--- config.mk ---
export PLATFORM = sky130hd
export DESIGN_NAME = mcp3008_interface
export DESIGN_NICKNAME = d
export VERILOG_FILES = /design/src/rtl/mcp3008_pkg.sv /design/src/rtl/mcp3008_interface.sv
export SDC_FILE = /design/constraint.sdc
export NUM_CORES = 1
export LEC_CHECK = 0
export ABC_AREA = 1
export BUFFER_PORTS_ARGS = -buffer_cell sky130_fd_sc_hd__buf_4
export CORE_ASPECT_RATIO = 2
export CORE_MARGIN = 3
export CORE_UTILIZATION = 26
export DETAILED_ROUTE_END_ITERATION = 7
export GPL_TIMING_DRIVEN = 0
export SYNTH_ARGS = -nofsm -noshare
export SYNTH_HDL_FRONTEND = slang
export SYNTH_SLANG_ARGS = --single-unit
--- constraint.sdc ---
create_clock -name dclk -period 1.93 [get_ports dclk]
set_input_delay 0.0965 -clock dclk [delete_from_list [all_inputs] [get_ports dclk]]
set_output_delay 0.0965 -clock dclk [all_outputs]
set_load 0.02 [all_outputs]
--- src/rtl/mcp3008_pkg.sv ---
// Shared types and frame constants for the MCP3008 SPI master.
// Used by mcp3008_interface.
package mcp3008_pkg;

  typedef enum logic [2:0] {
    IDLE = 3'd0,
    CMD  = 3'd1,
    WAIT = 3'd2,
    DATA = 3'd3,
    GAP  = 3'd4
  } state_t;

  localparam int CNT_W        = 8;
  localparam int CMD_BITS     = 5;
  localparam int WAIT_BITS    = 2;
  localparam int DATA_BITS    = 10;
  localparam int RES_W        = 16;
  localparam int RES_CODE_LSB = 0;
  localparam int RES_CHAN_LSB = 10;
  localparam int RES_CHAN_W   = 3;

  // Result word: [15:13] zero, [12:10] channel, [9:0] ADC code.
  function automatic logic [RES_W-1:0] pack_result(input logic [RES_CHAN_W-1:0] chan,
                                                   input logic [DATA_BITS-1:0] code);
    return {3'b000, chan, code};
  endfunction

endpackage

--- src/rtl/mcp3008_interface.sv ---
// SPI master for a single MCP3008 ADC with a valid/accept result handshake.
// Optional build macro MCP3008_CHANNEL_SCAN_EN: channel rotates 0..7 after every completed frame.
module mcp3008_interface
  import mcp3008_pkg::*;
#(
  parameter logic [2:0] CHANNEL        = 3'd0,
  parameter logic       SINGLE_ENDED   = 1'b1,
  parameter int         CS_HIGH_CYCLES = 2
) (
  input  logic        sample,
  input  logic        dclk,
  input  logic        dout,
  output logic        din,
  output logic        cs_n,
  output logic        busy,
  output logic [15:0] dout_reg,
  output logic        dout_avail,
  input  logic        dout_accept,
  input  logic        rst_n
);

  state_t                 r_state;
  logic [CNT_W-1:0]       r_cnt;
  logic [3:0]             r_cmd;
  logic [DATA_BITS-1:0]   r_shift;
  logic [RES_CHAN_W-1:0]  w_chan;
  logic                   w_start;
  logic                   w_frame_done;

  assign w_start      = sample && (!dout_avail || dout_accept);
  assign w_frame_done = (r_state == DATA) && (r_cnt == CNT_W'(DATA_BITS - 1));

`ifdef MCP3008_CHANNEL_SCAN_EN
  logic [RES_CHAN_W-1:0] r_chan;

  // Channel pointer advances once per completed conversion.
  always_ff @(posedge dclk or negedge rst_n) begin
    if (!rst_n) begin
      r_chan <= 3'd0;
    end else if (w_frame_done) begin
      r_chan <= r_chan + 3'd1;
    end
  end

  assign w_chan = r_chan;
`else
  assign w_chan = CHANNEL;
`endif

  // Frame sequencer; one counter walks CMD, WAIT, DATA and GAP.
  always_ff @(posedge dclk or negedge rst_n) begin
    if (!rst_n) begin
      r_state    <= IDLE;
      r_cnt      <= '0;
      r_cmd      <= 4'b0000;
      r_shift    <= '0;
      din        <= 1'b0;
      cs_n       <= 1'b1;
      busy       <= 1'b0;
      dout_reg   <= 16'h0000;
      dout_avail <= 1'b0;
    end else begin
      if (dout_avail && dout_accept) begin
        dout_avail <= 1'b0;
      end
      case (r_state)
        IDLE: begin
          if (w_start) begin
            cs_n    <= 1'b0;
            din     <= 1'b1;
            busy    <= 1'b1;
            r_cmd   <= {SINGLE_ENDED, w_chan};
            r_cnt   <= '0;
            r_state <= CMD;
          end
        end
        CMD: begin
          // Shifting zeros in leaves din low once D0 has been presented.
          din   <= r_cmd[3];
          r_cmd <= {r_cmd[2:0], 1'b0};
          if (r_cnt == CNT_W'(CMD_BITS - 1)) begin
            r_cnt   <= '0;
            r_state <= WAIT;
          end else begin
            r_cnt <= r_cnt + 1'b1;
          end
        end
        WAIT: begin
          if (r_cnt == CNT_W'(WAIT_BITS - 1)) begin
            r_cnt   <= '0;
            r_state <= DATA;
          end else begin
            r_cnt <= r_cnt + 1'b1;
          end
        end
        DATA: begin
          r_shift <= {r_shift[DATA_BITS-2:0], dout};
          if (w_frame_done) begin
            dout_reg   <= pack_result(w_chan, {r_shift[DATA_BITS-2:0], dout});
            dout_avail <= 1'b1;
            cs_n       <= 1'b1;
            r_cnt      <= '0;
            r_state    <= GAP;
          end else begin
            r_cnt <= r_cnt + 1'b1;
          end
        end
        GAP: begin
          if (r_cnt == CNT_W'(CS_HIGH_CYCLES - 1)) begin
            r_cnt   <= '0;
            busy    <= 1'b0;
            r_state <= IDLE;
          end else begin
            r_cnt <= r_cnt + 1'b1;
          end
        end
        default: begin
          r_state <= IDLE;
          r_cnt   <= '0;
          din     <= 1'b0;
          cs_n    <= 1'b1;
          busy    <= 1'b0;
        end
      endcase
    end
  end

endmodule

* Word level (Yosys, flattened, before mapping)
Cells that the tools add are included.
Storage, ports and cells: register bits after elaboration 38, output and inout bits 20, logic and storage cells 65
Operators by class: add/sub/neg operators 1, equal/unequal tests 12, multiplexer cells 23, bitwise operators 3, reduce and logical (&&, ||, !) cells 17
Operators by type and width (count):
- $mux W8 | 4
- $pmux W8 S4 | 1
- $mux W3 | 5
- $pmux W3 S5 | 1
- $ne A2 B2 Y1 const B | 5
- $pmux W1 S3 | 3
- $reduce_or A3 Y1 | 3
- $add A8 B1 Y8 const B | 1
- $eq A8 B1 Y1 const B | 1
- $eq A8 B3 Y1 const B | 1
- $eq A8 B4 Y1 const B | 1
- $pmux W4 S2 | 1
- $mux W1 | 7
- $eq A3 B2 Y1 const B | 2
- $reduce_and A2 Y1 | 3
- $reduce_and A3 Y1 | 2
- $reduce_and A5 Y1 | 1
- $mux W4 | 1
- $eq A3 B1 Y1 const B | 1
- $eq A3 B3 Y1 const B | 1
- $logic_and A1 B1 Y1 | 3
- $logic_not A3 Y1 | 1
- $not A1 Y1 | 3
- $reduce_bool A2 Y1 | 1
- 3 further kinds | 3

* Logic depth before layout (Yosys ltp)
Gate-level depths: netlist of run 1.
word-level depth 5, depth in mapped cells 8, gate-level depth less buffers 8

* Worst setup path after synthesis of run 1
Ideal clock, no wire load.
path type register to register, from register r_cnt[1], to register r_cnt[5], arrival time 1.228 ns, data required time 1.806 ns, setup slack 0.578 ns, stages on the path, launching flop included 8, buffers on the path 0, period minus slack after synthesis 1.352 ns, path through dfrtp_1 > inv_1 > ha_1 > nand3_1 > o21ai_2 > nand2_2 > nor3_4 > nor2_1
On the way: word-level cells in the longest chain between the ends 4, elaborated cells on any way between the ends 9, classes of those cells add/sub: 1; eq/ne: 3; mux: 4; reduce/logical: 1
Ends and longest elaborated chain:
- from (decl) | RTL line mcp3008_interface.sv:23 | logic [CNT_W-1:0] r_cnt;
- from (signal assigned) | RTL line mcp3008_interface.sv:85 | r_cnt <= r_cnt + 1'b1;
- from (signal assigned) | RTL line mcp3008_interface.sv:93 | r_cnt <= r_cnt + 1'b1;
- from (signal assigned) | RTL line mcp3008_interface.sv:105 | r_cnt <= r_cnt + 1'b1;
- branches (longest 3 deep; another with $add A8 B1 Y8)
- $pmux W8 S4 * | RTL line mcp3008_interface.sv:66 | case (r_state)
Mark *: on every way between the ends. A chain may end at the register's enable or synchronous reset.

* Final worst setup path of run 1
Same ends and word-level chain as after synthesis.

==> results of run 1 <==
## power groups by stage
stage	combinational [µW]	sequential, µW	clock [µW]
floorplan	737	1150	0
global placement	1100	1100	0
detailed placement	1110	1110	0
CTS	1120	1100	820
global route	1250	1130	855
finish	1100	1100	792
## metal layers
layer | wire [µm] | track usage, % | vias up
met5 | 0 | 0 | -
met4 | 131 | 6.77 | 0
met3 | 144 | 3.07 | 7
met2 | 2120 | 21.2 | 24
met1 | 1260 | 9.59 | 633
li1 | - | - | 680
## cells by family after synthesis
family                     after synthesis  share of synthesized area [%]
buffers and inverters                   39                           10.1
adders and majority gates                3                           2.20
xor gates and xnor gates                 4                           2.06
and+or+nand+nor                         82                           22.0
AOI/OAI and AO/OA                       37                           11.8
other                                    1                          0.220
DFF                                     35                           51.5
## through the flow
step,std cells,setup WS [ns],power [µW]
floorplan,206,0.578,1890
global placement,310,0.416,2200
detailed placement,310,0.401,2220
CTS,318,0.391,3040
global route,318,0.226,3230
finish,318,0.412,2990
## area by class of cell
class,instances,area [µm²],area share [%]
clock buffer,6,139,6.56
inverter,29,109,5.14
buffer,10,63.8,3.01
timing repair buffer,19,145,6.85
tap,86,108,5.08
multi-input combinational,132,672,31.7
sequential,35,877,41.4
clock inverter,1,5.00,0.236
## cells in the mapped netlist (2+ instances only)
cell type   n  share of area, %
nand2_1    48                11
dfrtp_1    34                50
o21ai_0    26               7.6
inv_1      24               5.3
nor2_1     13               2.9
nand3_1     7               2.1
buf_4       6               2.6
inv_2       5               1.1
xor2_1      4               2.1
a21oi_1     3              0.88
ha_1        3               2.2
nand2_2     3               1.1
nor2_2      3               1.1
a31oi_1     2              0.73
buf_2       2              0.59
nand4_1     2              0.73
o21ai_1     2              0.59
o21ai_2     2               1.0
## critical path: stages (launching register included)
cell and delay [ns]:
dfrtp_1 0.40, inv_1 0.09, ha_1 0.16, nand3_1 0.11, o21ai_2 0.22, nand2_2 0.14, nor3_4 0.20, nor2_1 0.07
## how the worst max path moves through the flow
stage	start	end	slack, ns	cells after the start
after global routing	r_cnt[1]	dout_reg[4]	0.23	7
final	r_cnt[1]	r_cnt[5]	0.41	7
after floorplan	r_cnt[1]	r_cnt[5]	0.58	7
after global placement	r_cnt[0]	r_cnt[5]	0.42	6
after CTS	r_cnt[1]	r_cnt[5]	0.39	7
after detailed placement	r_cnt[1]	r_cnt[5]	0.40	7
## repair_timing
item | 4_1_cts | 5_1_grt
hold buffers | 1 | 0
endpoints found under the setup margin | 0 | 0
endpoints found under the hold margin | 34 | 0
==> metrics.txt, run 1 <==
dpl hpwl=2.74 mm; routability congestion estimate=0.798; register area share after synthesis=51.5%; Final Cycle Share=78.6%; R2R Setup Slk=0.41 ns; number of synthesized flops with an enable pin=0; CTS tree=built; Syn Inst Count=201; max FFs per register=10; Initial Util=27.0%; n_diodes=0; net switching power=1150 µW; Post-Syn Area per Cell=8.47 µm²; synth warn=0; Min Clock Period, post-route=1.52 ns; count of final setup violators=0; critical path class=reg -> reg; CTS Buffer Depth=2; Pint=1830 µW; CP Data Required Time=2.09 ns; reg-to-reg startpoint=r_cnt[1]; Worst VDD drop=352 µV; Core Area=0.00631 mm²; Netlist Area Pre-Place=0.00170 mm²; clock sink count=35; initial antenna violation count=0; grt total ovfl=0; Port Buf Inserts=18; DRC Markers=0; die extent in x=63.2 µm; Routed Antenna Nets=0; end of the worst register-to-register path=r_cnt[5]; Worst Hold Endpoint=dout_avail; largest net degree at the start of global routing=36; CTS root buffer=clkbuf_16; Max Slew Vio Count=0; worst hold path stage count=2; routed via count=1344; Seq cells post-synth=35; Leakage=0.00103 µW; Post-CTS Setup Repair Bufs=0; gr usage total=11.0%; Synth Flop Type=dfrtp_1; R2R cell count=7; Area growth, synth to finish=24.4%; vias in the first global route=1387; I/O Pins=25; Post-Route WL=3.65 mm; CP Launch Type=flop; switching part of the total=38.6%; Seq pwr share=36.7%; Clk Latency, worst-skew pair=0.28 ns; design area=0.00212 mm²; htree depth=2; Fin Hold WS=0.0160 ns; Die Ht=120 µm; setup TNS=0 ns; first-pass GRT wire length=6.35 mm; final hold viol count=0; Clock power frac=26.5%; HP Class=in -> reg; Row Count=41; commonest non-fill, non-tap cells in the layout=nand2_1, dfrtp_1, o21ai_0; WL per Instance=11.5 µm; status=finished, final reports clean; Via density=4.23; Max Clk Rate=659 MHz; Setup Skew=0.00532 ns; power density cells=1410 mW/mm²; Initial DRC Count=74; maxcap violations=0; Yosys cell types=30; Max Fanout on Critical Path=5; fin util=33.6%; die area=0.00762 mm²; TritonCTS buffer count=5; Critical Path AT=1.68 ns; leading cell type in the layout, fill and taps excluded=nand2_1; share of layout cells above drive strength 1=22.8%; Placement Cell Area=0.00196 mm²; min-delay src=dout_accept; unrepaired setup endpoints after global routing=false; CTS resizes=0; drt first pass iters=4; fill cell count=683; Final nets=240; asr flop ratio synth=100%; Critical Path Sink Type=flop; Worst-path clk slew=0.05 ns; Logic pwr share=36.8%
Note: power is estimated with default switching activity, not from simulation.
==> run 2, diff against run 1 <==
- clock period: 1.93 -> 1.5 ns (I/O delays scaled with it)
==> metrics.txt, run 2 (synthesis results as in run 1) <==
post-route insts no fill=321 (+0.94%); CTS Buffer Depth=2 (unchanged); initial antenna violation count=0 (unchanged); Die Ht=120 µm (unchanged); maxcap violations=0 (unchanged); I/O Pins=25 (unchanged); die area=0.00762 mm² (unchanged); Pint=2460 µW (+34%); Row Count=41 (unchanged); Post-Route WL=3.78 mm (+3.5%); R2R cell count=6 (-1); switching part of the total=39.0% (+0.46 points); count of final setup violators=0 (unchanged); Critical Path Sink Type=flop; CTS tree=built; CP Data Required Time=1.71 ns (-0.38 ns); Max Fanout on Critical Path=4 (-1); drt first pass iters=4 (unchanged); Via density=4.31 (+1.9%); gr usage total=11.1% (+0.097 points); Initial Util=27.0% (unchanged); die extent in x=63.2 µm (unchanged); vias in the first global route=1404 (+1.2%); commonest non-fill, non-tap cells in the layout=nand2_1, dfrtp_1, buf_4; Total Power=4030 µW (+35%); status=finished, final reports clean; htree depth=2 (unchanged); final hold viol count=0 (unchanged); dpl hpwl=2.74 mm (unchanged); Port Buf Inserts=18 (unchanged); Core Area=0.00631 mm² (unchanged); routability congestion estimate=0.798 (unchanged); CTS root buffer=clkbuf_16; Clk Latency, worst-skew pair=0.28 ns (about the same); met3 usage=3.07% (unchanged); Most Crowded Layer GR=met2; largest net degree at the start of global routing=36 (unchanged); first-pass GRT wire length=6.40 mm (+0.76%); CP Launch Type=flop; Final nets=243 (+1.3%); critical path class=reg -> reg; net switching power=1570 µW (+36%); Routed Antenna Nets=0 (unchanged); Worst Hold Endpoint=r_shift[0]; Max Clk Rate=690 MHz (+4.8%); Initial DRC Count=57 (-23%); Seq pwr share=35.2% (-1.5 points); Inst Count DP=310 (unchanged); clock sink count=35 (unchanged); n_diodes=0 (unchanged); Logic pwr share=39.5% (+2.7 points); reg-to-reg startpoint=r_cnt[5]; share of layout cells above drive strength 1=27.2% (+4.4 points); end of the worst register-to-register path=cs_n; Critical Path AT=1.66 ns (-0.02 ns); R2R Setup Slk=0.05 ns (-0.36 ns); leading cell type in the layout, fill and taps excluded=nand2_1; HP Class=in -> reg; Area growth, synth to finish=30.1%; grt total ovfl=0 (unchanged); Worst VDD drop=468 µV (+33%); setup TNS=0 ns (unchanged); Clock power frac=25.3% (-1.2 points); GRT met2 Usage=21.5% (+0.33 points); max FFs per register=10 (unchanged); min-delay src=dout; Fin Hold WS=0.0182 ns (+0.00218 ns); Max Slew Vio Count=0 (unchanged); Placement Cell Area=0.00196 mm² (unchanged); routed via count=1382 (+2.8%); Leakage=0.00105 µW (+2.1%); Worst-path clk slew=0.06 ns (about the same); Min Clock Period, post-route=1.45 ns (-0.0695 ns); met1 Use GR=9.59% (unchanged); design area=0.00222 mm² (+4.6%); DRC Markers=0 (unchanged); worst hold path stage count=3 (+1); TritonCTS buffer count=5 (unchanged); power density cells=1820 mW/mm² (+29%); Setup Skew=0.00486 ns (-0.000460 ns); WL per Instance=11.8 µm (+2.6%); Final Cycle Share=96.5% (+18 points)
[run 2: cell types whose count changed in the layout (fill, tap and decap cells not counted), moves of 2 or more]
cell	delta
buf_4	+2
nor2_1	-2
nor2_4	+3
o21ai_0	-6
o21ai_1	+5
[run 2: power by group through the flow]
stage	registers, µW	logic [µW]	clock network [µW]
finish	1420	1590	1020
global route	1450	1790	1100
CTS	1410	1500	1060
detailed placement	1430	1430	0
global placement	1420	1410	0
floorplan	1480	948	0
[run 2: per-layer routing]
metal	routed length, µm	vias up	part of all wire (%)
li1	-	688	-
met2	2190	24	58
met3	142	7	3.8
met5	0	-	0
met4	131	0	3.5
met1	1320	663	35
[run 2: area by class of cell]
type | count | area (µm²)
Buffer | 10 | 67.6
Clock buffer | 6 | 139
Clock inverter | 1 | 5.00
Fill cell | 677 | 4090
Inverter | 29 | 109
Multi-Input combinational cell | 132 | 739
Sequential cell | 35 | 878
Tap cell | 86 | 108
Timing Repair Buffer | 22 | 170
[run 2: stage by stage]
stage	worst slack [ns]	utilization, %
6_report	0.0518	35.1
5_1_grt	-0.0183	35.1
4_1_cts	0.0109	34.0
3_5_place_dp	-0.0287	31.1
3_3_place_gp	-0.0140	31.1
2_1_floorplan	0.148	-
[run 2: timing repair]
action | CTS | global route
endpoints found under the setup margin | 7 | 18
hold buffers | 2 | 0
hold endpoints to repair | 35 | 0
gates resized for setup | 1 | 24
setup buffers | 2 | 0
pin swaps | 3 | 4
[run 2: how the worst max path moves through the flow]
stage               startpoint  endpoint  slack [ns]  cells past startpoint
floorplan             r_cnt[1]  r_cnt[5]        0.15                      7
global placement      r_cnt[0]  r_cnt[5]       -0.01                      6
detailed placement    r_cnt[1]  r_cnt[5]       -0.03                      7
CTS                   r_cnt[1]  r_cnt[5]        0.01                      7
global route          r_cnt[5]  r_cnt[3]       -0.02                      6
finish                r_cnt[5]      cs_n        0.05                      6
[run 2: worst max-delay path: stages (launching register included)]
cell and delay, ns:
dfrtp_1 0.41, nor2_1 0.17, nand2_2 0.16, o21ai_4 0.19, buf_4 0.14, nand4_1 0.16, a21oi_2 0.16
